===== src/rtl/debounce_multi.sv =====
// Multi-channel button debouncer.
// Each channel: optional inversion, SYNC_STAGES-deep synchroniser, and a four-state
// stability FSM producing a registered level plus one-cycle push / release / long pulses.
// All outputs come straight from flops.
module debounce_multi #(
  parameter int unsigned N_CH          = 4,
  parameter int unsigned STABLE_CYCLES = 16,
  parameter int unsigned SYNC_STAGES   = 2,
  parameter int unsigned LONG_CYCLES   = 0,
  parameter bit          ACTIVE_LOW    = 1'b0
) (
  input  logic            ck,
  input  logic            reset,
  input  logic [N_CH-1:0] button,
  output logic [N_CH-1:0] level,
  output logic [N_CH-1:0] push,
  output logic [N_CH-1:0] release_pulse,
  output logic [N_CH-1:0] long
);

  localparam int unsigned CntW  = $clog2(STABLE_CYCLES + 1);
  localparam int unsigned HoldW = (LONG_CYCLES > 0) ? $clog2(LONG_CYCLES + 1) : 1;

  localparam logic [CntW-1:0]  CntLast = CntW'(STABLE_CYCLES - 1);
  localparam logic [HoldW-1:0] HoldMax = HoldW'(LONG_CYCLES);

  typedef enum logic [1:0] {
    StReleased,
    StPressWait,
    StPressed,
    StReleaseWait
  } state_e;

  logic [SYNC_STAGES-1:0][N_CH-1:0] sync_q, sync_d;
  logic [N_CH-1:0]                  s;

  state_e           state_q [N_CH];
  state_e           state_d [N_CH];
  logic [CntW-1:0]  cnt_q   [N_CH];
  logic [CntW-1:0]  cnt_d   [N_CH];
  logic [HoldW-1:0] hold_q  [N_CH];
  logic [HoldW-1:0] hold_d  [N_CH];

  logic [N_CH-1:0] level_q, level_d;
  logic [N_CH-1:0] push_q, push_d;
  logic [N_CH-1:0] rel_q, rel_d;
  logic [N_CH-1:0] long_q, long_d;

  // Synchroniser shift: stage 0 takes the (optionally inverted) raw input.
  always_comb begin
    sync_d = {sync_q[SYNC_STAGES-2:0], (ACTIVE_LOW ? ~button : button)};
    s      = sync_q[SYNC_STAGES-1];
  end

  // Per-channel stability FSM, hold counter and pulse generation.
  always_comb begin
    logic long_due;
    for (int i = 0; i < N_CH; i++) begin
      state_d[i] = state_q[i];
      cnt_d[i]   = cnt_q[i];
      hold_d[i]  = hold_q[i];
      level_d[i] = level_q[i];
      push_d[i]  = 1'b0;
      rel_d[i]   = 1'b0;
      long_due   = 1'b0;

      // Hold time keeps accruing through a tentative release (RELEASE_WAIT).
      if ((state_q[i] == StPressed || state_q[i] == StReleaseWait) && LONG_CYCLES != 0 &&
          hold_q[i] != HoldMax) begin
        hold_d[i] = hold_q[i] + 1'b1;
        long_due  = (hold_d[i] == HoldMax);
      end

      unique case (state_q[i])
        StReleased: begin
          if (s[i]) begin
            state_d[i] = StPressWait;
            cnt_d[i]   = CntW'(1);
          end
        end
        StPressWait: begin
          if (!s[i]) begin
            state_d[i] = StReleased;
            cnt_d[i]   = '0;
          end else if (cnt_q[i] == CntLast) begin
            state_d[i] = StPressed;
            cnt_d[i]   = '0;
            level_d[i] = 1'b1;
            push_d[i]  = 1'b1;
            hold_d[i]  = '0;
          end else begin
            cnt_d[i] = cnt_q[i] + 1'b1;
          end
        end
        StPressed: begin
          if (!s[i]) begin
            state_d[i] = StReleaseWait;
            cnt_d[i]   = CntW'(1);
          end
        end
        StReleaseWait: begin
          if (s[i]) begin
            state_d[i] = StPressed;
            cnt_d[i]   = '0;
          end else if (cnt_q[i] == CntLast) begin
            state_d[i] = StReleased;
            cnt_d[i]   = '0;
            level_d[i] = 1'b0;
            rel_d[i]   = 1'b1;
            long_due   = 1'b0;  // an accepted release wins over a long due now
          end else begin
            cnt_d[i] = cnt_q[i] + 1'b1;
          end
        end
        default: begin
          state_d[i] = StReleased;
          cnt_d[i]   = '0;
        end
      endcase

      long_d[i] = long_due;
    end
  end

  // State registers with asynchronous clear.
  always_ff @(posedge ck or negedge reset) begin
    if (!reset) begin
      sync_q  <= '0;
      level_q <= '0;
      push_q  <= '0;
      rel_q   <= '0;
      long_q  <= '0;
      for (int i = 0; i < N_CH; i++) begin
        state_q[i] <= StReleased;
        cnt_q[i]   <= '0;
        hold_q[i]  <= '0;
      end
    end else begin
      sync_q  <= sync_d;
      level_q <= level_d;
      push_q  <= push_d;
      rel_q   <= rel_d;
      long_q  <= long_d;
      for (int i = 0; i < N_CH; i++) begin
        state_q[i] <= state_d[i];
        cnt_q[i]   <= cnt_d[i];
        hold_q[i]  <= hold_d[i];
      end
    end
  end

  assign level         = level_q;
  assign push          = push_q;
  assign release_pulse = rel_q;
  assign long          = long_q;

endmodule


===== config.mk =====
export PLATFORM = sky130hd
export DESIGN_NAME = debounce_multi
export DESIGN_NICKNAME = d
export VERILOG_FILES = /design/src/rtl/debounce_multi.sv
export SDC_FILE = /design/constraint.sdc
export NUM_CORES = 1
export LEC_CHECK = 0
export CORE_UTILIZATION = 50
export DETAILED_ROUTE_END_ITERATION = 8
export PLACE_DENSITY = 0.72
export SYNTH_ARGS = -nofsm -noshare
export SYNTH_HDL_FRONTEND = slang
export SYNTH_SLANG_ARGS = --single-unit

===== constraint.sdc =====
create_clock -name ck -period 1.7 [get_ports ck]
set_clock_uncertainty 0.2 [all_clocks]
set_input_delay 0.255 -clock ck [delete_from_list [all_inputs] [get_ports ck]]
set_output_delay 0.255 -clock ck [all_outputs]
set_load 0.01 [all_outputs]

==> summary.md <==
| Metric | Value |
|---|---|
| PnR Total Power | 0.00210 W |
| Fmax | between 600 and 700 MHz |
| Top_reg_cell synth | dfrtp_1 |
| RR Endpoint | cnt_q[11] |
| Reg2reg setup slack | 50 ps |
| Post-synth EDFFs | 0 |
| Reg-to-reg startpoint | cnt_q[11] |
| Clock latency at the later pin of the worst-skew pair | 290 ps |
| Root Driver | clkbuf_8 |
| Ratio of cells with drive above 1 in the final layout | 10.4% |
| WL/cell | ~14 um |
| Avg Cell Area, Syn | 11.1 um^2 |
| Synth top area share | 57.5% |
| Post-Synth Simple-Gate Area | 16.9% |
| Initial antenna violation count | 0 |
| Yosys warning count | 0 |
| Synth Instances | 188 |
| Layout area overhead | 17.5% |
| Remaining Overflow, GRT | 0 |
| Largest net degree at the start of global routing | 49 |
| Initial Utilization | 52.2% |
| Routed WL | 3780 um |
| Max Cap Viol | 0 |
| I/O pin count | 22 |
| CTS Buf Count | 5 |
| Yosys cell types | 39 |
| Final period utilization | 97.0% |
| CTS tree | done |
| Worst Reg-to-Reg Cells | 4 |
| CTS Buffer Depth | 2 |
| Post-detailed-route count of antenna-violating nets | 0 |
| Final Setup Violations | 0 |
| Hold_ws | ~150 ps |
| Initial DRC count | 69 |
| Worst-path maximum fanout | 5 |
| Hold/Removal Path Class | reg -> reg |
| Top cells by area, synth | dfrtp_1 (57%), nand3_1 (4.8%), xor2_1 (3.8%) |
| Worst rel slew slack | 65.1% |
| Critical Path End Type | flip-flop |
| Post-synth top cells | dfrtp_1 (48), nand3_1 (20), nand2_1 (12) |
| P_leak | 1.16 nW |
| Antenna cells | 0 |
| Setup TNS | 0 ps |
| Cell Area, Placed | 2310 um^2 |
| DP HPWL | 2620 um |
| Slew at the pin with the worst max-slew slack | around 520 ps |
| Post-synthesis compound-gate area fraction | 12.0% |
| DR vias/cell | 5.52 |
| # fillers | 317 |
| PwrDens | around 860 nW/um^2 |
| Fin util | about three fifths |
| Pre-Repair DR Iteration Count | 4 |
| DRC Markers | 0 |
| Floorplan row count | 23 |
| Vias in the first global route | around 1400 |
| H-tree depth | 2 |
| Clk sinks | 48 |
| Final Hold Vio Count | 0 |
| Count leader, synth | dfrtp_1 |
| Outcome | completed |
| Final Cell Area | between 2000 and 2500 um^2 |
| Hold EP | s[0] |
| Chip width | 66.6 um |
| Seq/Total Area, Yosys | 57.5% |
| Final nets | 221 |
| Crit path time final | approximately 1600 ps |
| Asr flop ratio synth | 100% |
| Final Wtd Congestion | 0.782 |
| Crit Path Category | reg -> reg |
| Core area | approximately 4000 um^2 |
| Synth area leader | dfrtp_1 |
| Post-synthesis mux area share | 1.56% |
| Largest family of logic cells by synthesized area | simple AND/OR/NAND/NOR gates |
| Worst Path Arrival | 1670 ps |
| Synth Area in XOR/XNOR | 5.45% |
| Hold path depth | 0 |
| Die ar. | 4440 um^2 |
| Critical Path Start Type | flip-flop |
| Die Y | 66.6 um |
| Reg clk slew, reported paths | 80 ps |
| Worst hold start | sync_d[4] |
| IO Port Bufs | 17 |
| Cell area after synthesis | 2090 um^2 |
| Req. time, crit path | 1720 ps |
| Yosys reg bits | 48 |
| Post-synthesis adder-cell area fraction | 2.40% |
| Global-route wire length before repair | 6430 um |
| Vias | 1446 |
| Worst VDD drop | between 0.5 and 0.6 mV |
| Final max-slew violation count | 0 |
| GR Util All Layers | 19.8% |
[where the power goes]
| group | internal (W) | switching [W] |
|---|---|---|
| combinational | 0.0000815 | 0.0000948 |
| sequential | 0.00119 | 0.0000599 |
| clock | 0.000332 | 0.000345 |
| total | 0.00160 | 0.000500 |
[area by class of cell]
type | instances | area, um^2 | share of cell area (%)
Multi-Input combinational cell | 126 | 841 | 34.2
Timing Repair Buffer | 23 | 235 | 9.58
Sequential cell | 48 | 1200 | 48.9
Inverter | 7 | 26.3 | 1.07
Tap cell | 50 | 62.6 | 2.55
Clock buffer | 8 | 90.1 | 3.67
[critical path, cell delays in order, from the launching register on]
cell     delay, ps
dfrtp_1        420
ha_2           210
and4b_2        240
or3_4          370
o21ai_1        140
[cell usage in the layout (no fill, tap or decap), types with 2 or more instances in the layout]
cell type | synthesis | routed
a21oi_1 | 9 | 9
a31oi_1 | 3 | 3
and3_1 | 3 | 3
and4b_1 | 3 | 2
and4b_2 | 1 | 2
buf_4 | 4 | 4
clkbuf_1 | 3 | 2
clkbuf_8 | 0 | 6
clkdlybuf4s50_1 | 0 | 12
conb_1 | 1 | 4
dfrtp_1 | 48 | 48
dlymetal6s2s_1 | 0 | 4
ha_1 | 4 | 2
ha_2 | 0 | 2
inv_1 | 7 | 7
mux2_2 | 2 | 2
nand2_1 | 12 | 12
nand2b_1 | 2 | 2
nand3_1 | 20 | 20
nand4b_1 | 4 | 4
nor2_1 | 4 | 4
nor3_1 | 4 | 4
nor3b_1 | 4 | 4
o211ai_1 | 2 | 2
o21a_1 | 7 | 7
o21ai_0 | 11 | 10
o22ai_1 | 2 | 2
xnor2_1 | 4 | 4
xor2_1 | 9 | 9
[per-layer routing]
metal  share of wire (%)  global-route usage (%)  routed length [um]
met5                   0                       0                   0
met1                  46                    24.8                1720
met3                 3.0                    5.82                 114
met2                  50                    32.2                1900
met4                 1.2                    6.91                  45
[state kept, by name (all words and copies together) (netlist names), named ones only]
| signal | flops |
|---|---|
| cnt_q | 20 |
| level | 4 |
| push | 4 |
| release_pulse | 4 |
| s | 4 |
| state_q | 4 |
| sync_d | 4 |
[worst max-delay path by stage]
stage	startpoint	cells after the start	slack [ps]	endpoint
6_report	cnt_q[11]	4	50	cnt_q[11]
2_1_floorplan	cnt_q[10]	4	100	cnt_q[11]
5_1_grt	cnt_q[11]	4	-8	cnt_q[11]
3_3_place_gp	cnt_q[11]	4	80	cnt_q[11]
4_1_cts	cnt_q[11]	4	4	level[1]
3_5_place_dp	cnt_q[10]	4	-1	cnt_q[11]
[cells by family (layout without fill, tap and decap cells)]
logic type | count (synthesis) | in the layout
AOI/OAI and AO/OA | 40 | 40
xor gates and xnor gates | 13 | 13
adders and majority gates | 4 | 4
buffers and inverters | 17 | 38
DFF | 48 | 48
muxes | 3 | 3
other | 1 | 4
and+or+nand+nor | 62 | 62
[stage by stage]
step,setup WS (ps),cells
after CTS,3.83,261
after global placement,77.4,252
after global routing,-8.13,262
after floorplan,95.5,191
after detailed placement,-1.27,252
final,51.1,262
[repair_timing]
item                       in CTS  in global routing
setup buffers                   0                  1
cloned                          0                  0
hold endpoints to repair       48                  0
resized for setup               1                 10
setup endpoints to repair       1                  9
hold buffers                    1                  0
Power figures use the tool's default switching activity.
